--- src/rtl/psram_pkg.sv ---
// Shared types and defaults for the PSRAM port arbiter: FSM states, timing defaults
// and the captured request record.
package psram_pkg;

  localparam int T_ACC_DEF = 4;
  localparam int T_REC_DEF = 1;
  localparam int AW_DEF    = 24;

  typedef enum logic [1:0] {
    ST_IDLE,
    ST_CPU,
    ST_MCU,
    ST_REC
  } state_e;

  typedef struct packed {
    logic [AW_DEF-1:0] addr;
    logic              we;
    logic [7:0]        wdat;
  } mem_req_t;

endpackage

--- src/rtl/psram_req_latch.sv ---
// CPU port front end: rising-edge detection on cpu_req plus a shadow copy of the request.
// A newer edge overwrites the shadow while the previous request is still pending.
module psram_req_latch
  import psram_pkg::*;
#(
  parameter int AW = AW_DEF
) (
  input  logic          clk,
  input  logic          rst,
  input  logic          cpu_req,
  input  logic [AW-1:0] cpu_addr,
  input  logic          cpu_we,
  input  logic [7:0]    cpu_wdat,
  input  logic          pend_clr,
  output logic          cpu_pend,
  output mem_req_t      cpu_shadow
);

  logic     req_q;
  logic     pend_q, pend_d;
  mem_req_t shadow_q, shadow_d;
  logic     rise;

  assign rise = cpu_req & ~req_q;

  always_comb begin
    pend_d   = pend_q;
    shadow_d = shadow_q;
    if (rise) begin
      pend_d        = 1'b1;
      shadow_d.addr = AW_DEF'(cpu_addr);
      shadow_d.we   = cpu_we;
      shadow_d.wdat = cpu_wdat;
    end else if (pend_clr) begin
      pend_d = 1'b0;
    end
  end

  always_ff @(posedge clk or posedge rst) begin
    if (rst) begin
      req_q    <= 1'b0;
      pend_q   <= 1'b0;
      shadow_q <= '0;
    end else begin
      req_q    <= cpu_req;
      pend_q   <= pend_d;
      shadow_q <= shadow_d;
    end
  end

  assign cpu_pend   = pend_q;
  assign cpu_shadow = shadow_q;

endmodule

--- src/rtl/psram_port_arb.sv ---
// Two-port (CPU first, then MCU) byte-wide PSRAM access sequencer with ce/oe/we timing.
// Optional build macro PSRAM_MCU_AUTOINC_EN adds an auto-incrementing MCU address pointer.
module psram_port_arb
  import psram_pkg::*;
#(
  parameter int T_ACC = T_ACC_DEF,
  parameter int T_REC = T_REC_DEF,
  parameter int AW    = AW_DEF
) (
  input  logic          clk,
  input  logic          rst,
  input  logic          cpu_req,
  input  logic [AW-1:0] cpu_addr,
  input  logic          cpu_we,
  input  logic [7:0]    cpu_wdat,
  output logic [7:0]    cpu_rdat,
  output logic          cpu_busy,
  input  logic          mcu_req,
  input  logic [AW-1:0] mcu_addr,
  input  logic          mcu_we,
  input  logic [7:0]    mcu_wdat,
`ifdef PSRAM_MCU_AUTOINC_EN
  input  logic          mcu_addr_ld,
`endif
  output logic [7:0]    mcu_rdat,
  output logic          mcu_ack,
  output logic [AW-1:0] mem_addr,
  output logic          mem_ce,
  output logic          mem_oe,
  output logic          mem_we,
  output logic [7:0]    mem_dati,
  input  logic [7:0]    mem_dato
);

  localparam int CMAX = (T_ACC > T_REC) ? T_ACC : T_REC;
  localparam int CW   = $clog2(CMAX + 1);

  state_e        state_q, state_d;
  logic [CW-1:0] cnt_q, cnt_d;
  logic [AW-1:0] mem_addr_q, mem_addr_d;
  logic [7:0]    mem_dati_q, mem_dati_d;
  logic          we_q, we_d;
  logic [7:0]    cpu_rdat_q, cpu_rdat_d;
  logic [7:0]    mcu_rdat_q, mcu_rdat_d;
  logic          mcu_ack_q, mcu_ack_d;
  logic          pend_clr, cpu_pend, access;
  mem_req_t      cpu_shadow, mcu_r;
  logic [AW-1:0] mcu_eff_addr;

  psram_req_latch #(.AW(AW)) u_req_latch (
    .clk        (clk),
    .rst        (rst),
    .cpu_req    (cpu_req),
    .cpu_addr   (cpu_addr),
    .cpu_we     (cpu_we),
    .cpu_wdat   (cpu_wdat),
    .pend_clr   (pend_clr),
    .cpu_pend   (cpu_pend),
    .cpu_shadow (cpu_shadow)
  );

`ifdef PSRAM_MCU_AUTOINC_EN
  logic          mcu_req_q, mcu_ld;
  logic [AW-1:0] mcu_ptr_q, mcu_ptr_d;

  // A fresh request (or explicit reload) bypasses the pointer so it takes effect immediately.
  assign mcu_ld       = (mcu_req & ~mcu_req_q) | mcu_addr_ld;
  assign mcu_eff_addr = mcu_ld ? mcu_addr : mcu_ptr_q;

  always_comb begin
    mcu_ptr_d = mcu_ptr_q;
    if (mcu_ld)         mcu_ptr_d = mcu_addr;
    else if (mcu_ack_d) mcu_ptr_d = mcu_ptr_q + 1'b1;
  end

  always_ff @(posedge clk or posedge rst) begin
    if (rst) begin
      mcu_req_q <= 1'b0;
      mcu_ptr_q <= '0;
    end else begin
      mcu_req_q <= mcu_req;
      mcu_ptr_q <= mcu_ptr_d;
    end
  end
`else
  assign mcu_eff_addr = mcu_addr;
`endif

  always_comb begin
    mcu_r      = '0;
    mcu_r.addr = AW_DEF'(mcu_eff_addr);
    mcu_r.we   = mcu_we;
    mcu_r.wdat = mcu_wdat;
  end

  always_comb begin
    state_d    = state_q;
    cnt_d      = cnt_q;
    mem_addr_d = mem_addr_q;
    mem_dati_d = mem_dati_q;
    we_d       = we_q;
    cpu_rdat_d = cpu_rdat_q;
    mcu_rdat_d = mcu_rdat_q;
    mcu_ack_d  = 1'b0;
    pend_clr   = 1'b0;
    case (state_q)
      ST_IDLE: begin
        if (cpu_pend) begin
          state_d    = ST_CPU;
          pend_clr   = 1'b1;
          cnt_d      = CW'(T_ACC - 1);
          mem_addr_d = cpu_shadow.addr[AW-1:0];
          mem_dati_d = cpu_shadow.wdat;
          we_d       = cpu_shadow.we;
        end else if (mcu_req) begin
          state_d    = ST_MCU;
          cnt_d      = CW'(T_ACC - 1);
          mem_addr_d = mcu_r.addr[AW-1:0];
          mem_dati_d = mcu_r.wdat;
          we_d       = mcu_r.we;
        end
      end
      ST_CPU, ST_MCU: begin
        if (cnt_q == '0) begin
          state_d = ST_REC;
          cnt_d   = CW'(T_REC - 1);
          if (state_q == ST_CPU) begin
            if (!we_q) cpu_rdat_d = mem_dato;
          end else if (mcu_req) begin
            // An abandoned MCU request still finishes its access but is not acknowledged.
            mcu_ack_d = 1'b1;
            if (!we_q) mcu_rdat_d = mem_dato;
          end
        end else begin
          cnt_d = cnt_q - 1'b1;
        end
      end
      ST_REC: begin
        if (cnt_q == '0) state_d = ST_IDLE;
        else             cnt_d   = cnt_q - 1'b1;
      end
      default: state_d = ST_IDLE;
    endcase
  end

  always_ff @(posedge clk or posedge rst) begin
    if (rst) begin
      state_q    <= ST_IDLE;
      cnt_q      <= '0;
      mem_addr_q <= '0;
      mem_dati_q <= '0;
      we_q       <= 1'b0;
      cpu_rdat_q <= '0;
      mcu_rdat_q <= '0;
      mcu_ack_q  <= 1'b0;
    end else begin
      state_q    <= state_d;
      cnt_q      <= cnt_d;
      mem_addr_q <= mem_addr_d;
      mem_dati_q <= mem_dati_d;
      we_q       <= we_d;
      cpu_rdat_q <= cpu_rdat_d;
      mcu_rdat_q <= mcu_rdat_d;
      mcu_ack_q  <= mcu_ack_d;
    end
  end

  // Strobes decode straight from the state flop so reset drops them in the same cycle.
  assign access   = (state_q == ST_CPU) || (state_q == ST_MCU);
  assign mem_ce   = access;
  assign mem_we   = access & we_q;
  assign mem_oe   = ~(access & we_q);
  assign mem_addr = mem_addr_q;
  assign mem_dati = mem_dati_q;
  assign cpu_rdat = cpu_rdat_q;
  assign mcu_rdat = mcu_rdat_q;
  assign mcu_ack  = mcu_ack_q;
  assign cpu_busy = cpu_pend | (state_q == ST_CPU);

endmodule

--- config.mk ---
export PLATFORM = sky130hd
export DESIGN_NAME = psram_port_arb
export DESIGN_NICKNAME = d
export VERILOG_FILES = /design/src/rtl/psram_pkg.sv /design/src/rtl/psram_req_latch.sv /design/src/rtl/psram_port_arb.sv
export SDC_FILE = /design/constraint.sdc
export NUM_CORES = 1
export LEC_CHECK = 0
export BUFFER_PORTS_ARGS = -buffer_cell sky130_fd_sc_hd__buf_4
export CAP_MARGIN = 10
export CORE_MARGIN = 2
export CORE_UTILIZATION = 47
export CTS_BUF_LIST = sky130_fd_sc_hd__clkbuf_8
export DETAILED_ROUTE_END_ITERATION = 10
export GPL_ROUTABILITY_DRIVEN = 0
export PLACE_DENSITY = 0.79
export SETUP_SLACK_MARGIN = 0.05
export SYNTH_ARGS = -nofsm -noshare
export SYNTH_HDL_FRONTEND = slang
export SYNTH_SLANG_ARGS = --single-unit
--- constraint.sdc ---
create_clock -name clk -period 2.5 [get_ports clk]
set_clock_uncertainty 0.05 [all_clocks]
set_input_delay 0.25 -clock clk [delete_from_list [all_inputs] [get_ports clk]]
set_output_delay 0.25 -clock clk [all_outputs]
set_load 0.05 [all_outputs]
Yosys cells after proc, flatten, opt, wreduce, memory -nomap -nowiden
Index checks and enable logic that the tools add are counted.
{"block": "word_totals", "in_bits": 78, "reg_bits": 90, "word_cells": 63, "out_inout_bits": 53}
{"block": "op_classes", "add_sub_neg": 1, "n_reduce_logical": 11, "eq_ne": 7, "n_bitwise": 7, "mux": 24}
{"operator": "24-bit two-way mux", "n": 2}
{"operator": "8-bit two-way mux", "n": 2}
{"operator": "3-bit two-way mux", "n": 4}
{"operator": "1-bit two-way mux", "n": 10}
{"operator": "3-bit case mux with 3 select lines", "n": 1}
{"operator": "2-bit two-way mux", "n": 4}
{"operator": "2-bit inequality test, second input constant", "n": 3}
{"operator": "2-bit case mux with 3 select lines", "n": 1}
{"operator": "5-bit AND reduction", "n": 1}
{"operator": "2-bit == test, second input constant", "n": 2}
{"operator": "1-bit inverter", "n": 4}
{"operator": "2-bit AND reduction", "n": 2}
{"operator": "4-bit AND reduction", "n": 1}
{"operator": "2-bit nonzero test", "n": 2}
{"operator": "3-bit logical NOT", "n": 1}
{"operator": "3-bit by 2-bit inequality test with 1-bit output, second input constant", "n": 1}
{"operator": "3-bit AND reduction", "n": 1}
{"operator": "3-bit by 1-bit subtractor with 3-bit output, second input constant", "n": 1}
{"operator": "1-bit bitwise AND", "n": 2}
{"operator": "2-bit by 1-bit == test with 1-bit output, second input constant", "n": 1}
{"operator": "2-bit logical NOT", "n": 1}
{"operator": "2-bit OR reduction", "n": 1}
{"operator": "1-bit logical OR", "n": 1}
{"operator": "1-bit bitwise OR", "n": 1}

Logic depth before layout (Yosys ltp)
Gate-level depths: netlist of run 1.
{"block": "depth", "word_depth": 4, "depth_mapped": 7, "ltp_nobuf": 5}

Hierarchy
A second synthesis of run 1 with hierarchy kept.
{"block": "hier_totals", "hier_cells": 303, "hier_area_um2": 4042.6}
{"module": "psram_port_arb", "seq_area_each_um2": 1376.3, "n_inst": 1, "area_per_inst_um2": 2586.2, "cells_per_inst": 227}
{"module": "psram_req_latch", "seq_area_each_um2": 875.8, "n_inst": 1, "area_per_inst_um2": 1456.4, "cells_per_inst": 76}

Worst setup path before layout of run 1
Ideal clock, no wire load.
{"block": "synth_timing", "kind": "reg2out", "start": "reg state_q[0]", "end": "out mem_we", "setup_slack_ns": 0.170, "n_path_buf": 0, "required_time_ns": 2.200, "arrival_ns": 2.030, "stages_incl_launch_ff": 5, "path_cell_list": "dfrtp_1 inv_1 ha_1 nand2_1 inv_1"}
{"block": "synth_between", "elab_chain_cells": 3, "elab_cells_between_ends": 4, "classes_between": "eq/ne: 2; bitwise: 1; reduce/logical: 1"}
{"item": "start: declaration", "line": "psram_port_arb.sv:38", "text": "state_e state_q, state_d;"}
{"item": "start signal: assignment", "line": "psram_port_arb.sv:157", "text": "state_q <= state_d;"}
{"item": "2-bit by 1-bit == test with 1-bit output / 2-bit == test (equally long branches)", "line": "psram_port_arb.sv:169", "text": "assign access = (state_q == ST_CPU) || (state_q == ST_MCU);"}
{"item": "1-bit logical OR *", "line": "psram_port_arb.sv:169"}
{"item": "net mem_ce", "line": "psram_port_arb.sv:28", "text": "output logic mem_ce,"}
{"item": "1-bit bitwise AND *", "line": "psram_port_arb.sv:171", "text": "assign mem_we = access & we_q;"}
{"item": "end: declaration", "line": "psram_port_arb.sv:30", "text": "output logic mem_we,"}
Mark *: on every way through the listed nets, which the timed path passes. The rest lies on a longest branch.

Worst setup path in the final report of run 1
{"block": "layout_timing", "start": "reg state_q[0]", "end": "reg mcu_rdat_q[2], in the netlist mcu_rdat[2]"}
{"block": "layout_between", "elab_chain_cells": 3, "elab_cells_between_ends": 5, "classes_between": "eq/ne: 2; bitwise: 1; reduce/logical: 2"}
{"item": "2-bit by 1-bit == test with 1-bit output / 2-bit == test (equally long branches)", "line": "psram_port_arb.sv:106, psram_port_arb.sv:127"}
{"item": "2-bit OR reduction / 1-bit inverter (equally long branches)"}
{"item": "5-bit AND reduction (no source line) *"}
{"item": "end signal: assignment", "line": "psram_port_arb.sv:163", "text": "mcu_rdat_q <= mcu_rdat_d;"}
{"item": "end: declaration", "line": "psram_port_arb.sv:44", "text": "logic [7:0] mcu_rdat_q, mcu_rdat_d;"}
Mark *: on every way between the ends. The rest lies on a longest branch, timed or not.
A chain may end at the register's enable or synchronous reset.

==> flow_metrics.tcl, run 1 <==
set metrics [dict create \
    clock_latency_ps 350 \
    hold_violations 0 \
    worstPathRequired_ps 2690 \
    worstMarginPinSlew_ps 690 \
    power_leakage_nw 2.59 \
    cts_max_level 3 \
    die_w_microns 94.8 \
    grt_pass1_vias 2773 \
    core_area_sq_mm 0.00809 \
    n_antenna_cell 0 \
    yosys_warnings 0 \
    status "completed" \
    cp-end-kind "register" \
    postSynthCellCount 301 \
    ys_seq_area_share_pct 58.1 \
    rsz0062_at_grt "false" \
    root_buffer "clkbuf_8" \
    hp-class "input pin to register" \
    max_freq_mhz 501 \
    die_area_sq_mm 0.00899 \
    power.share.clock_pct 14.0 \
    fin_tns_setup_ps 0 \
    pin_count 131 \
    slew_violations 0 \
    numCtsBuffers 9 \
    final_antenna_net_count 0 \
    slowest_delay_ps 410 \
    drt_pass1_iterations 4 \
    routed_wl_mm 8.12 \
    hpwlAfterDp_mm 5.91 \
    place_area_sq_mm 0.00500 \
    setup_violations 0 \
    clockBufferDepth 2 \
    cp_max_fo 8 \
    port_buffers 130 \
    synth-seq-cells 90 \
    synth.avg_cell_area_sq_um 12.9 \
    syn_area_sq_mm 0.00387 \
    placementRows 33 \
    relSlewSlack_pct 53.9 \
    drive_gt1_share_pct 47.7 \
    grt.total_usage_pct 19.2 \
    startpoint_type "register" \
    drt_iter0_drc 88 \
    antenna_found_initial 0 \
    syn_to_final_growth_pct 34.7 \
    wl_per_cell_microns 14.9 \
    p_per_area_mw_per_mm2 1380 \
    synth_cell_types 29 \
    cp.arrival_ps 2180 \
    layout.nets 520 \
    dieHeight_microns 94.8 \
    path_clk_slew_ps 90 \
    num_vias 2714 \
    overflow 0 \
    ir_worst_vdd_uv 814 \
    pwr-share-seq_pct 31.8 \
    postSynthNetCount 386 \
    combPwrFrac_pct 54.2 \
    p_int_w 0.00383 \
    drc 0 \
    power_switching_w 0.00338 \
    grt_pass1_wl_mm 13.3 \
    cp_top_family "simple AND/OR/NAND/NOR gates" \
    critPathSlowestCell "dfrtp_1" \
    crit_chain "inv_1, ha_1, nand3b_2, nor3_4, mux2_2" \
    cts_tree "done" \
    start_util_pct 47.9 \
    crit_buf_inv 1 \
    routed_via_density 4.98 \
    cts_sinks 90 \
    grt_max_degree 67 \
    switching_share_pct 46.9 \
    final_area_sq_mm 0.00522 \
    period_share_pct 79.9 \
    min_period_ps 2000 \
    maxCapViolCount 0 \
    critPathKind "register to register" \
]
[repair_timing]
item                                   CTS  global route
hold buffers                             2             0
endpoints found under the hold margin   29             0
setup buffers                            0             0
setup endpoints to repair                0             0
resized for setup                        0             0
[layout make-up]
cell class / count / area, sq um
Sequential cell: 90 / 2250
Inverter: 9 / 37.5
Multi-Input combinational cell: 187 / 1530
Timing Repair Buffer: 138 / 1070
Clock buffer: 10 / 138
Clock inverter: 6 / 66.3
Fill cell: 677 / 2870
Tap cell: 105 / 131
[power by group through the flow]
| stage | logic (W) | registers [W] | clock network [W] |
|---|---|---|---|
| after floorplan | 0.00157 | 0.00358 | 0 |
| after global placement | 0.00386 | 0.00231 | 0 |
| after detailed placement | 0.00394 | 0.00233 | 0 |
| after CTS | 0.00395 | 0.00230 | 0.00104 |
| after global routing | 0.00419 | 0.00236 | 0.00110 |
| final | 0.00391 | 0.00230 | 0.00101 |
[worst paths after layout]
kind	from	cells past startpoint	slack [ps]	end
max	state_q[0]	5	500	mcu_rdat[2]
max in group asynchronous	rst	4	1250	u_req_latch.cpu_shadow[8]
min in group asynchronous	rst	3	500	mcu_rdat[1]
max reg2reg	state_q[0]	5	500	mcu_rdat[2]
min reg2reg	mem_addr[5]	2	440	mem_addr[5]
min	cpu_addr[4]	2	80	u_req_latch.cpu_shadow[13]
[placed cells by master, fill, tap and decap left out, drive strengths merged, types with 2 or more instances in the layout]
master	count
buf	136
mux2i	37
inv	10
ha	7
nor2b	5
dfrtp	90
o21ai	34
dlygate4sd3	2
clkbuf	10
a21oi	2
mux2	49
clkinvlp	3
nor3b	2
nor2	3
nand2	35
[state kept, by name, summed over array words and instances (netlist names)]
| register | count |
|---|---|
| state_q | 2 |
| cpu_rdat | 8 |
| mcu_ack | 1 |
| u_req_latch.req_q | 1 |
| u_req_latch.cpu_shadow | 33 |
| cnt_q | 3 |
| mem_addr | 24 |
| mem_dati | 8 |
| we_q | 1 |
| mcu_rdat | 8 |
| u_req_latch.cpu_pend | 1 |
[worst register-to-register path: cells and delay by family, from the launching register on]
family / cells / cell delay (ps)
adder cells (fa/ha/maj): 1 / 410
buffers and inverters: 1 / 100
flip-flops: 1 / 410
multiplexers: 1 / 390
AND/OR/NAND/NOR: 2 / 530
[per-stage QoR]
| step | setup WS [ps] | util (%) | hold WS (ps) | instances | total power, W |
|---|---|---|---|---|---|
| after floorplan | 170 | - | 231 | 301 | 0.00514 |
| after global placement | 608 | 61.7 | 321 | 527 | 0.00616 |
| after detailed placement | 479 | 61.7 | 321 | 527 | 0.00627 |
| after CTS | 460 | 64.5 | 60.6 | 545 | 0.00729 |
| after global routing | 381 | 64.5 | 57.5 | 545 | 0.00765 |
| final | 502 | 64.5 | 78.3 | 545 | 0.00721 |
[cells in the mapped netlist]
library cell	count	area [sq um]
nor2_1	3	11.3
clkbuf_1	2	7.51
o21a_1	1	7.51
o2bb2ai_1	1	8.76
buf_4	2	15.0
o31ai_1	1	7.51
nand2_1	35	131
nand3b_2	1	11.3
o21ai_0	34	170
nor3b_1	1	7.51
dfrtp_1	90	2250
o32ai_1	1	8.76
mux2_2	49	552
mux2i_1	37	370
clkbuf_4	1	7.51
nor2b_1	5	31.3
nor3_4	1	16.3
a21o_1	1	7.51
buf_2	10	50.1
a31oi_1	1	6.26
or2_2	1	6.26
or3b_2	1	8.76
nor3b_4	1	18.8
ha_1	7	87.6
inv_1	9	33.8
a211oi_1	1	7.51
a21oi_1	2	10.0
nand2b_4	1	13.8
a221oi_1	1	8.76
[kinds of logic (layout without fill, tap and decap cells)]
group                      count (synthesis)  after routing  synth area share, %
muxes                                     86             86                 23.8
AOI/OAI and AO/OA                         44             44                 6.26
and+or+nand+nor                           50             50                 6.62
buffers and inverters                     24            163                 2.94
adders and majority gates                  7              7                 2.26
DFF                                       90             90                 58.1
[layer usage]
layer	wire, microns	up-vias	GRT usage, %
met5	0	-	0
met2	4110	80	31.3
li1	-	1308	-
met3	554	13	5.75
met1	3330	1313	24.1
met4	127	0	7.61
Power figures use the tool's default switching activity.
==> run 2: changes to the inputs <==
Clock period 2.5 ns to 1.8 ns, I/O delays scaled along.
==> flow_metrics.tcl, run 2 (synthesized netlist as in run 1, its figures left out) <==
set metrics [dict create \
    status "completed" \
    use_met3_pct 7.42 \
    rsz0062_at_grt "true" \
    cts_tree "done" \
    numCtsBuffers 9 \
    start_util_pct 47.9 \
    ir_worst_vdd_uv 877 \
    power_switching_w 0.00483 \
    dieHeight_microns 94.8 \
    power.share.clock_pct 14.2 \
    die_area_sq_mm 0.00899 \
    routed_wl_mm 8.86 \
    grt.busiest_layer "met2" \
    root_buffer "clkbuf_8" \
    startpoint_type "register" \
    wl_per_cell_microns 15.2 \
    fin_tns_setup_ps 0 \
    drc 0 \
    final_cell_count_no_fill 582 \
    port_buffers 130 \
    switching_share_pct 45.6 \
    period_share_pct 96.0 \
    grt_pass1_vias 2957 \
    placementRows 33 \
    dpl_worst_slack_ps -0.114 \
    critPathSlowestCell "dfrtp_1" \
    cp-end-kind "output port" \
    final_antenna_net_count 0 \
    p_per_area_mw_per_mm2 1870 \
    cp.arrival_ps 1500 \
    routed_via_density 4.87 \
    crit_buf_inv 4 \
    hold_violations 0 \
    grt_pass1_wl_mm 14.1 \
    relSlewSlack_pct 66.3 \
    hpwlAfterDp_mm 5.97 \
    drt_pass1_iterations 4 \
    placed_cells 530 \
    cp_max_fo 6 \
    p_int_w 0.00578 \
    die_w_microns 94.8 \
    crit_chain "inv_2, ha_4, buf_6, nand2_4, clkinvlp_4, buf_8" \
    slew_violations 0 \
    setup_violations 0 \
    cts_sinks 90 \
    drive_gt1_share_pct 46.8 \
    cts_max_level 3 \
    final_area_sq_mm 0.00567 \
    pwr-share-seq_pct 30.3 \
    combPwrFrac_pct 55.6 \
    power_leakage_nw 2.77 \
    maxCapViolCount 0 \
    final_common_cell "buf_4" \
    n_antenna_cell 0 \
    critPathKind "register to output port" \
    grtUsageMet2_pct 34.9 \
    slowest_delay_ps 410 \
    path_clk_slew_ps 80 \
    hp-class "input pin to register" \
    min_period_ps 1730 \
    antenna_found_initial 0 \
    grt_max_degree 91 \
    max_freq_mhz 579 \
    cp_top_family "buffers and inverters" \
    clockBufferDepth 2 \
    drt_iter0_drc 90 \
    worstPathRequired_ps 1570 \
    place_area_sq_mm 0.00506 \
    layout.nets 557 \
    setup_slack_ps 71.8 \
    clock_latency_ps 350 \
    core_area_sq_mm 0.00809 \
    pin_count 131 \
    overflow 0 \
    num_vias 2833 \
    layout_common_cells "136 x buf_4, 89 x dfrtp_1, 49 x mux2_2" \
    worstMarginPinSlew_ps 505 \
    largest_reg_flops 33 \
    grt.total_usage_pct 20.4 \
    syn_to_final_growth_pct 46.2 \
    met1_usage_pct 24.5 \
]
==> run 2: changes by cell type in the layout (fill, tap and decap cells not counted), moves of 2 or more <==
cell	before	now
inv_1	9	7
inv_2	0	2
buf_12	2	5
ha_1	7	5
buf_4	134	136
buf_6	0	2
dlygate4sd3_1	2	31
==> run 2: worst paths after layout <==
path / start / end / cells after the start / slack (ps)
setup reg to reg: state_q[0] / mcu_rdat[6] / 5 / 100
setup / recovery: state_q[0] / mem_we / 6 / 70
max in group asynchronous: rst / u_req_latch.cpu_shadow[22] / 4 / 840
min in group asynchronous: rst / mem_addr[19] / 4 / 440
hold / removal: cpu_addr[21] / u_req_latch.cpu_shadow[30] / 2 / 20
hold reg to reg: mem_addr[16] / mem_addr[16] / 2 / 440
==> run 2: timing repair <==
item                                    4_1_cts  5_1_grt
gates cloned                                  0        0
hold buffers                                 29        2
buffers inserted                              5        0
pin swaps                                     1        1
endpoints found under the hold margin       118        2
gates resized for setup                       5        2
endpoints found under the setup margin       12       20
==> run 2: power groups by stage <==
stage / Clock, W / Sequential (W) / Combinational, W
6_report: 0.00150 / 0.00321 / 0.00590
2_1_floorplan: 0 / 0.00497 / 0.00225
5_1_grt: 0.00163 / 0.00329 / 0.00630
3_5_place_dp: 0 / 0.00325 / 0.00573
4_1_cts: 0.00155 / 0.00321 / 0.00592
3_3_place_gp: 0 / 0.00320 / 0.00558
==> run 2: final cells by class <==
cell class / instances / area [sq um]
clock buffer: 10 / 138
clock inverter: 6 / 82.6
fill: 598 / 2430
inverter: 9 / 41.3
multi-input combinational: 187 / 1550
sequential: 90 / 2250
tap: 105 / 131
timing repair buffer: 175 / 1470
==> run 2: per-stage QoR <==
step | total power, W | hold WS, ps | utilization (%)
floorplan | 0.00722 | 161 | -
CTS | 0.0107 | 0.394 | 69.7
detailed placement | 0.00897 | 258 | 62.6
global placement | 0.00878 | 253 | 62.6
finish | 0.0106 | 16.7 | 70.0
global route | 0.0112 | 0.457 | 70.0
==> run 2: worst register-to-register path: cells and delay by family (launching register included) <==
| family | cells | cell delay, ps |
|---|---|---|
| and+or+nand+nor | 2 | 420 |
| muxes | 1 | 320 |
| DFF | 1 | 420 |
| buffers and inverters | 1 | 150 |
| adders and majority gates | 1 | 220 |
==> run 2: metal layers <==
metal  part of all wire, %  vias to the layer above  wire [microns]
li1                      -                     1378               -
met4                   1.2                        0             106
met3                   6.6                       11             584
met2                    52                       87            4620
met1                    40                     1357            3560
met5                     0                        -               0
==> run 3: changes to the inputs <==
Settings changed: SKIP_CTS_REPAIR_TIMING from default to 1, SYNTH_HIERARCHICAL from default to 1.
==> flow_metrics.tcl, run 3 <==
set metrics [dict create \
    period_share_pct 95.4 \
    grt.total_usage_pct 20.0 \
    layout_common_cells "141 x buf_4, 89 x dfrtp_1, 36 x mux2i_1" \
    cts_tree "done" \
    grt_pass1_vias 3021 \
    grt_max_degree 41 \
    max_freq_mhz 583 \
    drc 0 \
    synth_cell_types 34 \
    fin_tns_setup_ps 0 \
    n_antenna_cell 0 \
    cp.arrival_ps 1900 \
    synth.avg_cell_area_sq_um 13.3 \
    hold_violations 0 \
    synthArstFlopShare_pct 100 \
    cp-end-kind "register" \
    hpwlAfterDp_mm 6.56 \
    layout.nets 553 \
    postSynthNetCount 388 \
    min_period_ps 1720 \
    ys_seq_area_share_pct 55.7 \
    routed_wl_mm 9.28 \
    ir_worst_vdd_uv 1010 \
    final_cell_count_no_fill 578 \
    overflow 0 \
    dieHeight_microns 96.7 \
    core_area_sq_mm 0.00826 \
    synth_edf_count 0 \
    syn_area_sq_mm 0.00404 \
    drt_pass1_iterations 4 \
    synth.mux.area_fraction_pct 25.3 \
    routed_via_density 5.04 \
    synth-seq-cells 90 \
    final_antenna_net_count 0 \
    rsz0062_at_grt "false" \
    clock_latency_ps 340 \
    worstPathRequired_ps 1980 \
    synth_compound_area_share_pct 6.19 \
    start_util_pct 49.0 \
    die_area_sq_mm 0.00936 \
    status "completed" \
    port_buffers 130 \
    yosys.area_share.simple_pct 6.62 \
    antenna_found_initial 0 \
    worstMarginPinSlew_ps 588 \
    final_common_cell "buf_4" \
    crit_chain "inv_2, ha_4, nand3b_4, nor3_4, buf_12, mux2_2" \
    yosysMostFrequentCell "dfrtp_1" \
    crit_buf_inv 2 \
    startpoint_type "register" \
    placed_cells 535 \
    largest_reg_flops 33 \
    slowest_delay_ps 390 \
    p_per_area_mw_per_mm2 1830 \
    synth_top_area_share_pct 55.7 \
    synth_area_leaders "dfrtp_1 56%, mux2_4 11%, mux2i_1 8.9%" \
    yosys_warnings 6 \
    placementRows 33 \
    critPathSlowestCell "dfrtp_1" \
    maxCapViolCount 0 \
    die_w_microns 96.7 \
    final_area_sq_mm 0.00567 \
    synthTopCellsByCount "90 x dfrtp_1, 36 x mux2i_1, 36 x nand2_1" \
    hp-class "input pin to register" \
    synth_top_family_by_area "multiplexers" \
    drt_iter0_drc 69 \
    setup_violations 0 \
    syn_to_final_growth_pct 40.4 \
    clockBufferDepth 2 \
    num_vias 2914 \
    slew_violations 0 \
    relSlewSlack_pct 60.7 \
    cts_max_level 3 \
    pin_count 131 \
    fill_cells 603 \
    synthFlopType "dfrtp_1" \
    cp_max_fo 8 \
    path_clk_slew_ps 90 \
    postSynthCellCount 303 \
    place_area_sq_mm 0.00519 \
    wl_per_cell_microns 16.1 \
    synth_xor_area_share_pct 0 \
    power_leakage_nw 2.87 \
    critPathKind "register to register" \
    yosys.area_share.adder_pct 2.17 \
    root_buffer "clkbuf_8" \
    cts_sinks 90 \
    drive_gt1_share_pct 47.8 \
    yosysTopAreaCell "dfrtp_1" \
    numCtsBuffers 9 \
    cp_top_family "flip-flops" \
    grt_pass1_wl_mm 15.2 \
]
-- run 3: cell count changes after synthesis, moves of 2 or more --
cell     before  now
mux2_4        0   29
mux2_2       49   20
buf_12        0    3
buf_2        10    8
nor2b_1       5    3
-- run 3: logic make-up after synthesis --
logic type	count (synthesis)
buf+inv	25
flops	90
compound gates	45
simple gates	51
fa+ha+maj	7
mux	85
-- run 3: cell type report --
type / count / area (sq um) / area share [%]
clock inverter: 7 / 71.3 / 1.26
tap: 105 / 131 / 2.32
inverter: 10 / 41.3 / 0.728
sequential: 90 / 2250 / 39.7
timing repair buffer: 169 / 1390 / 24.5
clock buffer: 9 / 124 / 2.18
multi-input combinational: 188 / 1660 / 29.3
-- run 3: per-layer routing --
| metal | share of wire [%] | track usage, % | vias to the layer above |
|---|---|---|---|
| met5 | 0 | 0 | - |
| met4 | 1.2 | 4.88 | 0 |
| met1 | 42 | 24.9 | 1434 |
| li1 | - | - | 1372 |
| met3 | 5.1 | 5.35 | 13 |
| met2 | 51 | 34.7 | 95 |
-- run 3: path summary, 6_finish.rpt --
path | endpoint | cells after the start | slack, ps | start
max reg2reg | mcu_rdat[4] | 6 | 80 | state_q[0]
min in group asynchronous | mem_addr[11] | 3 | 400 | rst
max in group asynchronous | mcu_ack | 4 | 650 | rst
max | mcu_rdat[4] | 6 | 80 | state_q[0]
min reg2reg | mem_addr[7] | 2 | 440 | mem_addr[7]
min | u_req_latch/cpu_shadow[7] | 2 | 20 | cpu_wdat[7]
-- run 3: metrics by stage --
step	utilization (%)	hold slack (ps)	total power (W)	setup slack [ps]
floorplan	-	161	0.00723	25.8
global placement	62.9	232	0.00875	48.0
detailed placement	62.9	237	0.00891	-29.3
CTS	65.3	-154	0.0103	-63.5
global route	68.7	0.0160	0.0110	45.0
finish	68.7	15.7	0.0104	83.7
-- run 3: power by group --
part	internal [W]	switching, W	total, W
Combinational	0.00215	0.00366	0.00581
Sequential	0.00275	0.000447	0.00320
Clock	0.000639	0.000711	0.00135
Total	0.00555	0.00481	0.0104
-- run 3: worst reg2reg max path, stage by stage (launching register included) --
cell,delay [ps]
dfrtp_1,390
inv_2,80
ha_4,310
nand3b_4,100
nor3_4,200
buf_12,150
mux2_2,340
